--- config.mk ---
export PLATFORM = sky130hd
export DESIGN_NAME = mdll_dcdl_coarse_ctrl_flat
export DESIGN_NICKNAME = d
export VERILOG_FILES = /design/src/rtl/mdll_dcdl_coarse_if.sv /design/src/rtl/mdll_dcdl_coarse_ctrl.sv /design/src/flat_wrapper.sv
export SDC_FILE = /design/constraint.sdc
export NUM_CORES = 1
export LEC_CHECK = 0
export ABC_CLOCK_PERIOD_IN_PS = 5900
export BUFFER_PORTS_ARGS = -buffer_cell sky130_fd_sc_hd__buf_4
export CORE_UTILIZATION = 35
export CTS_BUF_LIST = sky130_fd_sc_hd__clkbuf_8
export DETAILED_ROUTE_END_ITERATION = 8
export GPL_TIMING_DRIVEN = 0
export PLACE_DENSITY = 0.6
export SLEW_MARGIN = 30
export SYNTH_ARGS = -nofsm -noshare
export SYNTH_HDL_FRONTEND = slang
export SYNTH_SLANG_ARGS = --single-unit
--- constraint.sdc ---
create_clock -name clk -period 5.9 [get_ports clk]
set_clock_uncertainty 0.15 [all_clocks]
set_input_delay 0.885 -clock clk [delete_from_list [all_inputs] [get_ports clk]]
set_output_delay 0.885 -clock clk [all_outputs]
set_load 0.01 [all_outputs]
--- src/rtl/mdll_dcdl_coarse_if.sv ---
// Control/status bundle between the MDLL fine loop and the DCDL coarse controller.
interface mdll_dcdl_coarse_if #(
    parameter int unsigned N_STG = 16
);
    localparam int unsigned W = $clog2(N_STG);

    logic             mode;
    logic [W-1:0]     code_tgt;
    logic             load;
    logic             inc;
    logic             dec;
    logic [N_STG-1:0] en_ff;
    logic [W-1:0]     code_cur;
    logic             busy;
    logic             sat_hi;
    logic             sat_lo;

    modport master (
        output mode, code_tgt, load, inc, dec,
        input  en_ff, code_cur, busy, sat_hi, sat_lo
    );

    modport slave (
        input  mode, code_tgt, load, inc, dec,
        output en_ff, code_cur, busy, sat_hi, sat_lo
    );
endinterface

--- src/rtl/mdll_dcdl_coarse_ctrl.sv ---
// Coarse-code controller for the MDLL delay line: walks code_cur one stage at a
// time toward a latched target and drives a thermometer of feed-forward enables.
module mdll_dcdl_coarse_ctrl #(
    parameter int unsigned N_STG     = 16,
    parameter int unsigned STEP_WAIT = 4,
    parameter int unsigned RST_CODE  = 0
) (
    input  logic               clk,
    input  logic               rst,
    mdll_dcdl_coarse_if.slave  bus
);
    localparam int unsigned W  = $clog2(N_STG);
    localparam int unsigned CW = (STEP_WAIT > 1) ? $clog2(STEP_WAIT) : 1;

    localparam logic [W-1:0]  CODE_MAX = W'(N_STG - 1);
    localparam logic [W-1:0]  CODE_RST = W'(RST_CODE);
    localparam logic [CW-1:0] CNT_LAST = CW'((STEP_WAIT == 0) ? 0 : (STEP_WAIT - 1));

    typedef enum logic [1:0] {
        S_IDLE = 2'd0,
        S_STEP = 2'd1,
        S_WAIT = 2'd2
    } state_t;

    state_t           state, state_nx;
    logic [W-1:0]     code_q, code_nx;
    logic [W-1:0]     tgt_q, tgt_nx;
    logic [CW-1:0]    cnt_q, cnt_nx;
    logic [N_STG-1:0] en_q;
    logic             busy_q, sat_hi_q, sat_lo_q;
    logic             sat_hi_nx, sat_lo_nx;
    logic             load_acc_c, clamp_c, trk_req_c;

    // Thermometer: stages below the code feed forward; the top stage never does.
    function automatic logic [N_STG-1:0] therm(input logic [W-1:0] c);
        logic [N_STG-1:0] t;
        t = '0;
        for (int i = 0; i < N_STG - 1; i++) begin
            t[i] = (W'(i) < c);
        end
        t[N_STG-1] = 1'b0;
        return t;
    endfunction

    assign load_acc_c = !bus.mode && bus.load;
    assign clamp_c    = (32'(bus.code_tgt) > (N_STG - 1));
    assign trk_req_c  = bus.mode && (bus.inc ^ bus.dec) && (state == S_IDLE);

    // Next-state, target latch and step decision.
    always_comb begin
        state_nx  = state;
        code_nx   = code_q;
        tgt_nx    = tgt_q;
        cnt_nx    = cnt_q;
        sat_hi_nx = 1'b0;
        sat_lo_nx = 1'b0;

        // A direct load retargets in any state; stepping continues from code_q.
        if (load_acc_c) begin
            tgt_nx    = clamp_c ? CODE_MAX : bus.code_tgt;
            sat_hi_nx = clamp_c;
        end

        case (state)
            S_IDLE: begin
                if (load_acc_c) begin
                    if (tgt_nx != code_q) begin
                        state_nx = S_STEP;
                    end
                end else if (trk_req_c) begin
                    if (bus.inc) begin
                        if (code_q == CODE_MAX) begin
                            sat_hi_nx = 1'b1;
                        end else begin
                            tgt_nx   = code_q + W'(1);
                            state_nx = S_STEP;
                        end
                    end else begin
                        if (code_q == '0) begin
                            sat_lo_nx = 1'b1;
                        end else begin
                            tgt_nx   = code_q - W'(1);
                            state_nx = S_STEP;
                        end
                    end
                end
            end

            S_STEP: begin
                if (code_q < tgt_nx) begin
                    code_nx = code_q + W'(1);
                end else if (code_q > tgt_nx) begin
                    code_nx = code_q - W'(1);
                end
                cnt_nx = '0;
                if (STEP_WAIT == 0) begin
                    state_nx = (code_nx == tgt_nx) ? S_IDLE : S_STEP;
                end else begin
                    state_nx = S_WAIT;
                end
            end

            S_WAIT: begin
                if (cnt_q == CNT_LAST) begin
                    cnt_nx   = '0;
                    state_nx = (code_q == tgt_nx) ? S_IDLE : S_STEP;
                end else begin
                    cnt_nx = cnt_q + CW'(1);
                end
            end

            default: begin
                state_nx = S_IDLE;
            end
        endcase
    end

    // State and registered outputs; en_ff tracks code_cur on the same edge.
    always_ff @(posedge clk) begin
        if (rst) begin
            state    <= S_IDLE;
            code_q   <= CODE_RST;
            tgt_q    <= CODE_RST;
            cnt_q    <= '0;
            en_q     <= therm(CODE_RST);
            busy_q   <= 1'b0;
            sat_hi_q <= 1'b0;
            sat_lo_q <= 1'b0;
        end else begin
            state    <= state_nx;
            code_q   <= code_nx;
            tgt_q    <= tgt_nx;
            cnt_q    <= cnt_nx;
            en_q     <= therm(code_nx);
            busy_q   <= (state_nx != S_IDLE);
            sat_hi_q <= sat_hi_nx;
            sat_lo_q <= sat_lo_nx;
        end
    end

    assign bus.en_ff    = en_q;
    assign bus.code_cur = code_q;
    assign bus.busy     = busy_q;
    assign bus.sat_hi   = sat_hi_q;
    assign bus.sat_lo   = sat_lo_q;
endmodule

--- src/flat_wrapper.sv ---
// flat-port wrapper written by rule: the top's interface ports become plain ports
module mdll_dcdl_coarse_ctrl_flat 
#(
    parameter int unsigned N_STG     = 16,
    parameter int unsigned STEP_WAIT = 4,
    parameter int unsigned RST_CODE  = 0
)
  (clk, rst, bus_mode, bus_code_tgt, bus_load, bus_inc, bus_dec, bus_en_ff, bus_code_cur, bus_busy, bus_sat_hi, bus_sat_lo);
  mdll_dcdl_coarse_if #(.N_STG(N_STG)) bus_i ();
  input  logic clk;
  input  logic rst;
  input wire logic [$bits(bus_i.mode)-1:0] bus_mode;
  input wire logic [$bits(bus_i.code_tgt)-1:0] bus_code_tgt;
  input wire logic [$bits(bus_i.load)-1:0] bus_load;
  input wire logic [$bits(bus_i.inc)-1:0] bus_inc;
  input wire logic [$bits(bus_i.dec)-1:0] bus_dec;
  output wire logic [$bits(bus_i.en_ff)-1:0] bus_en_ff;
  output wire logic [$bits(bus_i.code_cur)-1:0] bus_code_cur;
  output wire logic [$bits(bus_i.busy)-1:0] bus_busy;
  output wire logic [$bits(bus_i.sat_hi)-1:0] bus_sat_hi;
  output wire logic [$bits(bus_i.sat_lo)-1:0] bus_sat_lo;
  assign bus_i.mode = bus_mode;
  assign bus_i.code_tgt = bus_code_tgt;
  assign bus_i.load = bus_load;
  assign bus_i.inc = bus_inc;
  assign bus_i.dec = bus_dec;
  assign bus_en_ff = bus_i.en_ff;
  assign bus_code_cur = bus_i.code_cur;
  assign bus_busy = bus_i.busy;
  assign bus_sat_hi = bus_i.sat_hi;
  assign bus_sat_lo = bus_i.sat_lo;
  mdll_dcdl_coarse_ctrl #(.N_STG(N_STG), .STEP_WAIT(STEP_WAIT), .RST_CODE(RST_CODE)) u_core (.clk(clk), .rst(rst), .bus(bus_i));
endmodule
==> flow_summary.ini <==
[clock_tree]
tritoncts.num_buffers = 5
h-tree-depth = 2
cts-root-buf = clkbuf_8
tritoncts = built
clock_latency_ns = 0.28
postCtsResizedCells = 0
cts_sinks = 29
post-cts-setup-buffer-count = 0
clk_pin_slew_worst_paths_ns = 0.06
clockBufferDepth = 2
holdBufCountCts = 0

[routing]
wl_per_cell_um = 13.2
m1WireLength_mm = 1.55
route.vias.total = 1271
wl_met3_um = 90
remaining_drc_errors = 0
top_layer_used = met4
drt-pass1-iter-count = 4
viasPerCell = 5.00
routed_wirelength_mm = 3.35
wl_met2_mm = 1.60
ant_nets = 0
initialDrtViolationCount = 55

[logic_synthesis]
synth_flop_cell = dfxtp_1
synth_edf_count = 0
synth.net_count = 186
synthDistinctLibCells = 52
ys_seq_area_share_pct = 36.9
yosys.area_share.simple_pct = 22.2
synth_top_area_share_pct = 36.9
syn_area_sq_um = 1570
synth_fa_ha_area_share_pct = 9.55
syn_avg_cell_area_sq_um = 9.59
synth_cells = 164
synthXorXnorAreaFrac_pct = 2.78
yosysWarningCount = 0
synth_top_cell_by_area = dfxtp_1
synth.area.mux_share_pct = 3.58
synthArstFlopShare_pct = 0
synth_area_leaders = dfxtp_1 (37%), ha_1 (9.5%), a21oi_1 (4.5%)
synth_compound_area_share_pct = 19.1
synth_top_family_by_area = simple AND/OR/NAND/NOR gates
ys_ff_latch = 29

[timing]
fmax_mhz = 304
holdWs_ns = 0.326
timing.final.crit_period_ns = 3.29
rsz0062_at_grt = no
finalMaxSlewViolations = 0
tightest_slew_ns = 0.578
fin_setup_tns_ns = 0
slew_headroom_pct = 61.5
hold_violations = 0
finalSetupViolCount = 0
fin_crit_sh_pct = 55.7

[finish]
final_net_count = 223
drive_gt1_share_pct = 30.7
filler_cell_count = 461
n_antenna_cell = 0
area_delta_synth_final_pct = 25.9

[setup_path]
cp.required_ns = 5.90
crit_arrival_ns = 3.28
critPathCapture = u_core.bus.en_ff[6]
r2r_setup_slack_ns = 3.38
critPathLaunch = bus_mode
start_kind = input pin
r2r-start = u_core.bus.code_cur[0]
r2r-end = u_core.bus.en_ff[2]
critical_path_class = input pin to flip-flop
rr_worst_depth = 8
cp-end-kind = flip-flop
crit_path_max_fanout = 8

[power]
leakage_nw = 0.882
peakVddDrop_mv = 0.210
finalPower_mw = 1.06
p_per_area_nw_per_um2 = 537

[floorplan]
row_count = 24
initial_core_util_pct = 36.4
fp.dieH_um = 69.0
die_w_um = 69.0
coreArea_sq_um = 4320
pin_count = 33
dieArea_sq_um = 4770

[place]
io_buffers = 30
place_hpwl_mm = 2.47
gp_congestion = 0.843

[grt]
antenna_found_initial = 0
grt_use_total_pct = 15.8
grt_remaining_overflow = 0
grt_pass1_wl_mm = 5.90
grt_max_degree = 11
grt_pass1_vias = 1292

[hold_path]
hp-class = flip-flop to flip-flop

[flow_run]
max_cap_violations = 0

[outcome]
outcome = completed
logic make-up (layout without fill, tap and decap cells):
family,Yosys count,after routing
adders and majority gates,12,12
muxes,4,4
DFF,29,29
xor gates and xnor gates,5,5
other,1,1
buffers and inverters,15,53
and+or+nand+nor,60,60
AOI/OAI and AO/OA,38,38
layout make-up:
class | count | area [sq um] | area share [%]
clock inverter | 2 | 33.8 | 1.71
tap | 52 | 65.1 | 3.29
inverter | 6 | 22.5 | 1.14
timing repair buffer | 30 | 225 | 11.4
multi-input combinational | 120 | 903 | 45.6
clock buffer | 6 | 82.6 | 4.17
buffer | 9 | 66.3 | 3.35
sequential | 29 | 581 | 29.3
state kept, by name (all words and copies together) (netlist names):
signal / cells
u_core.state: 2
u_core.bus.sat_lo: 1
u_core.bus.sat_hi: 1
u_core.cnt_q: 2
u_core.bus.busy: 1
u_core.bus.code_cur: 3
u_core.tgt_q: 4
u_core.bus.en_ff: 15
worst max-delay path, cell delays in order:
cell and delay (ns):
buf_4 0.12, nor2b_1 0.28, mux2i_1 0.29, ha_1 0.35, a21oi_4 0.26, nor3b_2 0.23, o21ai_2 0.11, a221oi_4 0.39
or2_1 0.16, buf_6 0.14, o31ai_2 0.07
synth_stat cells, types with 2 or more instances:
| cell | instances |
|---|---|
| nand3_1 | 4 |
| a21oi_1 | 14 |
| buf_4 | 2 |
| clkbuf_1 | 2 |
| xor2_1 | 2 |
| o21ai_0 | 3 |
| o21ai_1 | 2 |
| xnor2_1 | 3 |
| mux2i_1 | 3 |
| ha_1 | 12 |
| nand2b_1 | 4 |
| nor2_1 | 13 |
| a221oi_1 | 2 |
| nor3_2 | 3 |
| nor2b_1 | 6 |
| dfxtp_1 | 29 |
| nand4_1 | 2 |
| or3_1 | 2 |
| nor3_1 | 6 |
| a211oi_1 | 3 |
| o31ai_2 | 2 |
| buf_2 | 2 |
| inv_1 | 5 |
| nand2_1 | 8 |
| buf_6 | 3 |
power breakdown:
part	internal, mW	total, mW	switching, mW
clock	0.136	0.212	0.0760
sequential	0.240	0.279	0.0385
combinational	0.254	0.573	0.318
total	0.631	1.06	0.433
per-layer routing:
| metal | global-route usage (%) | up-vias |
|---|---|---|
| met5 | 0 | - |
| met4 | 8.84 | 0 |
| met3 | 4.39 | 10 |
| met2 | 24.8 | 15 |
| met1 | 19.5 | 591 |
| li1 | - | 655 |
through the flow:
| step | instances | util, % | instance area [sq um] | setup slack (ns) |
|---|---|---|---|---|
| floorplan | 164 | - | 1570 | 2.80 |
| global placement | 246 | 43.1 | 1860 | 2.30 |
| detailed placement | 246 | 43.1 | 1860 | 2.29 |
| CTS | 254 | 45.8 | 1980 | 2.59 |
| global route | 254 | 45.8 | 1980 | 2.43 |
| finish | 254 | 45.8 | 1980 | 2.61 |
how the worst min path moves through the flow:
stage                         start  slack (ns)              end  cells past startpoint
finish              u_core.cnt_q[1]        0.33  u_core.cnt_q[1]                      2
global placement    u_core.cnt_q[1]        0.31  u_core.cnt_q[1]                      2
global route        u_core.cnt_q[1]        0.36  u_core.cnt_q[1]                      2
floorplan           u_core.cnt_q[1]        0.30  u_core.cnt_q[1]                      2
detailed placement  u_core.cnt_q[1]        0.31  u_core.cnt_q[1]                      2
CTS                 u_core.cnt_q[1]        0.33  u_core.cnt_q[1]                      2
placed cells by master, fill, tap and decap left out, types with 2 or more instances in the layout:
cell type	synthesis	routed
a21oi_1	14	14
o21ai_0	3	3
inv_1	5	6
o31ai_2	2	2
nor3_1	6	6
nand3_1	4	4
nor2b_1	6	6
nand2_1	8	8
nand4_1	2	2
xor2_1	2	2
nor3_2	3	3
ha_1	12	12
dfxtp_1	29	29
buf_6	3	3
buf_4	2	32
a211oi_1	3	3
xnor2_1	3	3
clkbuf_1	2	2
o21ai_1	2	2
a221oi_1	2	2
nor2_1	13	13
clkbuf_8	0	6
mux2i_1	3	3
or3_1	2	2
nand2b_1	4	4
buf_2	2	2
Note: power is estimated with default switching activity, not from simulation.
